**src/rtl/fifo_wr_arbiter.sv**
```systemverilog
// fifo_wr_arbiter
// ---------------------------------------------------------------------------
// Write-side scheduler for the asynchronous FIFO. NREQ producers in the write
// clock domain share the single FIFO write port. Arbitration is round-robin
// and packet-locked: once a requester is granted, it keeps the port until it
// transfers a beat flagged last. As a result, packets land contiguously.
//
// Ports
//   wr_clk     write-domain clock, rising edge
//   wr_rst_n   asynchronous active-low reset
//   req_valid  per-requester beat valid                    [NREQ]
//   req_last   per-requester last-beat flag (with valid)   [NREQ]
//   req_data   per-requester data, requester i at [i*DATASIZE +: DATASIZE]
//   req_ready  per-requester accept                         [NREQ]
//   full       FIFO full flag from the write-pointer logic
//   wr_en      FIFO write enable
//   wr_data    FIFO write data                              [DATASIZE]
//   grant      registered one-hot current owner             [NREQ]
//   busy       high while a packet is locked
// ---------------------------------------------------------------------------
module fifo_wr_arbiter #(
  parameter int DATASIZE = 8,
  parameter int NREQ     = 4
) (
  input  logic                     wr_clk,
  input  logic                     wr_rst_n,
  input  logic [NREQ-1:0]          req_valid,
  input  logic [NREQ-1:0]          req_last,
  input  logic [NREQ*DATASIZE-1:0] req_data,
  output logic [NREQ-1:0]          req_ready,
  input  logic                     full,
  output logic                     wr_en,
  output logic [DATASIZE-1:0]      wr_data,
  output logic [NREQ-1:0]          grant,
  output logic                     busy
);

  localparam int PW = $clog2(NREQ);

  typedef enum logic {
    IDLE = 1'b0,
    LOCK = 1'b1
  } state_e;

  state_e          state_q, state_d;
  logic [NREQ-1:0] grant_q, grant_d;
  logic [PW-1:0]   rr_ptr_q, rr_ptr_d;   // index of the last packet owner

  logic            found;
  logic [PW-1:0]   cand;
  logic [PW-1:0]   win_idx;
  logic [PW-1:0]   owner_idx;

  // Round-robin search starting just after the last owner. The explicit
  // modulo keeps the rotation correct when NREQ is not a power of two.
  always_comb begin
    // NOTE: every variable written here gets a default first; otherwise a
    // path that leaves it unassigned would infer a latch.
    found   = 1'b0;
    cand    = '0;
    win_idx = '0;
    for (int k = 1; k <= NREQ; k++) begin
      cand = PW'((int'(rr_ptr_q) + k) % NREQ);
      if (!found && req_valid[cand]) begin
        found   = 1'b1;
        win_idx = cand;
      end
    end
  end

  // Binary index of the current owner (grant_q is one-hot or zero).
  always_comb begin
    owner_idx = '0;
    for (int i = 0; i < NREQ; i++) begin
      if (grant_q[i]) owner_idx = PW'(i);
    end
  end

  // Write-port steering. This is driven only from registered state plus full,
  // so there is no combinational path from req_valid to req_ready.
  always_comb begin
    req_ready = '0;
    wr_en     = 1'b0;
    wr_data   = '0;
    if (state_q == LOCK) begin
      req_ready[owner_idx] = !full;
      wr_en                = req_valid[owner_idx] && !full;
      wr_data              = req_data[int'(owner_idx)*DATASIZE +: DATASIZE];
    end
  end

  // Next-state logic.
  always_comb begin
    state_d  = state_q;
    grant_d  = grant_q;
    rr_ptr_d = rr_ptr_q;
    case (state_q)
      IDLE: begin
        if (found) begin
          state_d          = LOCK;
          grant_d          = '0;
          grant_d[win_idx] = 1'b1;
        end
      end
      LOCK: begin
        // Only a completed packet releases the port and moves the pointer.
        if (wr_en && req_last[owner_idx]) begin
          state_d  = IDLE;
          grant_d  = '0;
          rr_ptr_d = owner_idx;
        end
      end
      default: begin
        state_d = IDLE;
        grant_d = '0;
      end
    endcase
  end

  // Resetting rr_ptr to NREQ-1 gives requester 0 first priority.
  always_ff @(posedge wr_clk or negedge wr_rst_n) begin
    if (!wr_rst_n) begin
      state_q  <= IDLE;
      grant_q  <= '0;
      rr_ptr_q <= PW'(NREQ - 1);
    end else begin
      // NOTE: sequential state uses non-blocking assignments so that every
      // register samples the values from before the edge.
      state_q  <= state_d;
      grant_q  <= grant_d;
      rr_ptr_q <= rr_ptr_d;
    end
  end

  assign grant = grant_q;
  assign busy  = (state_q == LOCK);

endmodule
```
**config.mk**
```make
export PLATFORM = sky130hd
export DESIGN_NAME = fifo_wr_arbiter
export DESIGN_NICKNAME = d
export VERILOG_FILES = /design/src/rtl/fifo_wr_arbiter.sv
export SDC_FILE = /design/constraint.sdc
export NUM_CORES = 1
export LEC_CHECK = 0
export BUFFER_PORTS_ARGS = -buffer_cell sky130_fd_sc_hd__buf_2
export CORE_MARGIN = 3
export CORE_UTILIZATION = 40
export CTS_CLUSTER_DIAMETER = 60
export DETAILED_ROUTE_END_ITERATION = 10
export PLACE_DENSITY = 0.8
export SETUP_SLACK_MARGIN = 0.5
export SLEW_MARGIN = 10
export SYNTH_ARGS = -nofsm -noshare
export SYNTH_HDL_FRONTEND = slang
export SYNTH_SLANG_ARGS = --single-unit
```
**constraint.sdc**
```tcl
create_clock -name wr_clk -period 2.2 [get_ports wr_clk]
set_clock_uncertainty 0.2 [all_clocks]
set_input_delay 0.66 -clock wr_clk [delete_from_list [all_inputs] [get_ports wr_clk]]
set_output_delay 0.66 -clock wr_clk [all_outputs]
set_load 0.005 [all_outputs]
```
==> flow_metrics.env <==
export IMPL_status="complete, but fails checks"
export IMPL_violations="setup timing"
export IMPL_syn_mean_instance_area_um2=8.516
export IMPL_io_pins=61
export IMPL_dp_slack_ns=-0.02298
export IMPL_rsz0062_at_grt="true"
export IMPL_drt_initial_drc_count=19
export IMPL_clkSlewWorstSetupHoldPaths_ns=0.05
export IMPL_post_route_min_period_ns=2.495
export IMPL_worstPathArrival_ns=1.64
export IMPL_routedWlPerCell_um=16.94
export IMPL_pwr_share_clk=0.073
export IMPL_routabilityCongestion=0.7784
export IMPL_drc=0
export IMPL_min_path_type="in -> async"
export IMPL_cp_start_kind="flip-flop"
export IMPL_cts_sinks=7
export IMPL_whs_ns=0.02166
export IMPL_period_share=1.134
export IMPL_switchingPower_mw=0.6649
export IMPL_netlist_instances=98
export IMPL_pwr_share_seq=0.167
export IMPL_grt_max_degree=19
export IMPL_die_area_um2=2670
export IMPL_antenna_found_initial=0
export IMPL_p_comb_frac=0.760
export IMPL_irDropWorstVdd_uv=714.2
export IMPL_clkLatencyLatePin_ns=0.26
export IMPL_maxSlewViolCount=0
export IMPL_tightest_slew_ns=0.4160
export IMPL_nNetsFinal=218
export IMPL_postCtsHoldBufs=0
export IMPL_drive_gt1_frac=0.6092
export IMPL_detail_route_antenna_nets=0
export IMPL_ys_warn_count=0
export IMPL_leakage_nw=0.7137
export IMPL_cts_buffers=3
export IMPL_antennaDiodeCount=0
export IMPL_viasPerCell=5.392
export IMPL_fillCellCount=105
export IMPL_routed_wl_um=3372
export IMPL_p_per_area_nw_per_um2=1063
export IMPL_synth_cell_types=32
export IMPL_synthesis_nets=141
export IMPL_cts_buffer_depth=2
export IMPL_via_count=1073
export IMPL_dpl_hpwl_um=2088
export IMPL_max_freq_ghz=0.4007
export IMPL_area_growth_syn_to_layout_pct=82.46
export IMPL_cp_end_kind="primary output"
export IMPL_relSlewSlack=0.7214
export IMPL_cap_violations=0
export IMPL_required_ns=1.34
export IMPL_synth_area_um2=834.6
export IMPL_crit_fanout=8
export IMPL_die_x_um=51.68
export IMPL_grt_pass1_wl_um=4291
export IMPL_criticalPathCategory="reg -> out"
export IMPL_setup_worst_path_start="grant[1]"
export IMPL_intPower_mw=0.9539
export IMPL_port_buffers=60
export IMPL_r2r_slack_ns=0.34
export IMPL_cts_tree="yes"
export IMPL_cp_endpoint="wr_data[0]"
export IMPL_reg2regPathDepth=6
export IMPL_r2r_end="grant[3]"
export IMPL_r2r_start="grant[1]"
export IMPL_p_sw_frac=0.4107
export IMPL_die_y_um=51.68
export IMPL_fin_ws_ns=-0.2955
export IMPL_overflow=0
export IMPL_htreeDepth=1
export IMPL_drtPass1Iterations=5
export IMPL_yosysSeqAreaShare=0.2129
export IMPL_start_util=0.4537
export IMPL_synth_seq_cells=7
export IMPL_grt_util_all_layers=0.2180
export IMPL_row_count=15
export IMPL_first_global_vias=976
export IMPL_core_area_um2=1839
export IMPL_cts_root_buf="clkbuf_4"
export IMPL_finalHoldViolCount=0
export IMPL_setup_viol=10
## power by group through the flow
stage | clock network [mW] | logic (mW) | registers, mW
final | 0.118 | 1.23 | 0.271
after global routing | 0.120 | 1.31 | 0.278
after detailed placement | 0 | 0.891 | 0.244
after floorplan | 0 | 0.604 | 0.237
after global placement | 0 | 0.870 | 0.240
after CTS | 0.115 | 1.03 | 0.244
## synthesized netlist by cell type
| library cell | count | area, um2 |
|---|---|---|
| mux2i_1 | 20 | 200.2 |
| nand2_1 | 10 | 37.54 |
| nor2b_1 | 9 | 56.30 |
| o21ai_0 | 9 | 45.04 |
| dfrtp_1 | 5 | 125.1 |
| a32o_1 | 4 | 40.04 |
| nand2b_1 | 4 | 25.02 |
| clkbuf_1 | 3 | 11.26 |
| inv_1 | 3 | 11.26 |
| nor2_1 | 3 | 11.26 |
| and2_1 | 2 | 12.51 |
| buf_2 | 2 | 10.01 |
| buf_6 | 2 | 22.52 |
| dfstp_2 | 2 | 52.55 |
| nor3_1 | 2 | 10.01 |
| o21a_1 | 2 | 15.01 |
| a21boi_0 | 1 | 7.510 |
| a21o_1 | 1 | 7.510 |
| a21oi_1 | 1 | 5.000 |
| a221oi_2 | 1 | 15.01 |
| a31oi_1 | 1 | 6.260 |
| and2b_1 | 1 | 7.510 |
| and3_1 | 1 | 6.260 |
| mux2_4 | 1 | 15.01 |
| nand2b_2 | 1 | 8.760 |
| nand3_4 | 1 | 17.52 |
| nand3b_1 | 1 | 7.510 |
| nor3b_1 | 1 | 7.510 |
| o221ai_2 | 1 | 15.01 |
| o22a_1 | 1 | 8.760 |
| or2_1 | 1 | 6.260 |
| or4_1 | 1 | 7.510 |
## layout by cell type (no fill, tap or decap), types with 3 or more instances in the layout
cell type and n:
buf_2 52, a32o_1 4, buf_6 18, nor2b_1 8, nand2_1 10, clkbuf_4 3, nand2b_1 3, o21ai_1 7
dfrtp_1 3, mux2i_1 18, buf_4 6
## worst min path at each step
stage / start / to
3_5_place_dp: rr_ptr_q[0] / rr_ptr_q[0]
3_3_place_gp: rr_ptr_q[0] / rr_ptr_q[0]
5_1_grt: wr_rst_n / grant[0]
2_1_floorplan: wr_rst_n / busy
4_1_cts: wr_rst_n / grant[0]
6_report: wr_rst_n / grant[0]
## worst max-delay path, cell delays in order, from the launching register on
cell and delay (ns):
dfrtp_1 0.39, buf_6 0.16, mux2i_4 0.19, o21ai_2 0.15
mux2i_1 0.11, nor2b_1 0.20, buf_2 0.18
## final cells by class
type	instances	area, um2	area share
multi-input cells	81	705.7	0.4634
clock buffers	4	26.28	0.01726
flip-flops and latches	7	180.2	0.1183
well taps	25	31.28	0.02054
inverters	3	11.26	0.007395
repair buffers	79	568.0	0.3730
## per-layer routing
| metal | up-vias | share of wire | track usage |
|---|---|---|---|
| li1 | 506 | - | - |
| met1 | 509 | 0.38 | 0.2411 |
| met2 | 51 | 0.55 | 0.4153 |
| met3 | 7 | 0.050 | 0.01719 |
| met4 | 0 | 0.023 | 0.1004 |
| met5 | - | 0 | 0 |
## stage by stage
step                  util  area, um2  total power [mW]  setup TNS (ns)  instances
floorplan                -      888.4            0.8415               0         98
global route        0.8279       1523             1.710          -1.225        199
global placement    0.6694       1231             1.110               0        185
detailed placement  0.6694       1231             1.135        -0.02298        185
finish              0.8279       1523             1.619         -0.7362        199
CTS                 0.7633       1404             1.392         -0.4211        194
## cells by family (layout without fill, tap and decap cells)
family | after synthesis | after routing | synth area share
AO/OA/AOI/OAI | 22 | 22 | 0.1979
buffers and inverters | 10 | 86 | 0.06596
flip-flops | 7 | 7 | 0.2129
multiplexers | 21 | 21 | 0.2579
AND/OR/NAND/NOR | 38 | 38 | 0.2654
## flip-flops by register name (all words and copies together) (netlist names)
| name | cells |
|---|---|
| busy | 1 |
| rr_ptr_q | 2 |
| grant | 4 |
## timing repair
action,in CTS,in global routing
cloned,0,3
pin swaps,7,5
gates resized for setup,28,17
setup endpoints to repair,21,24
setup buffers,5,2
(Power assumes the default switching activity.)
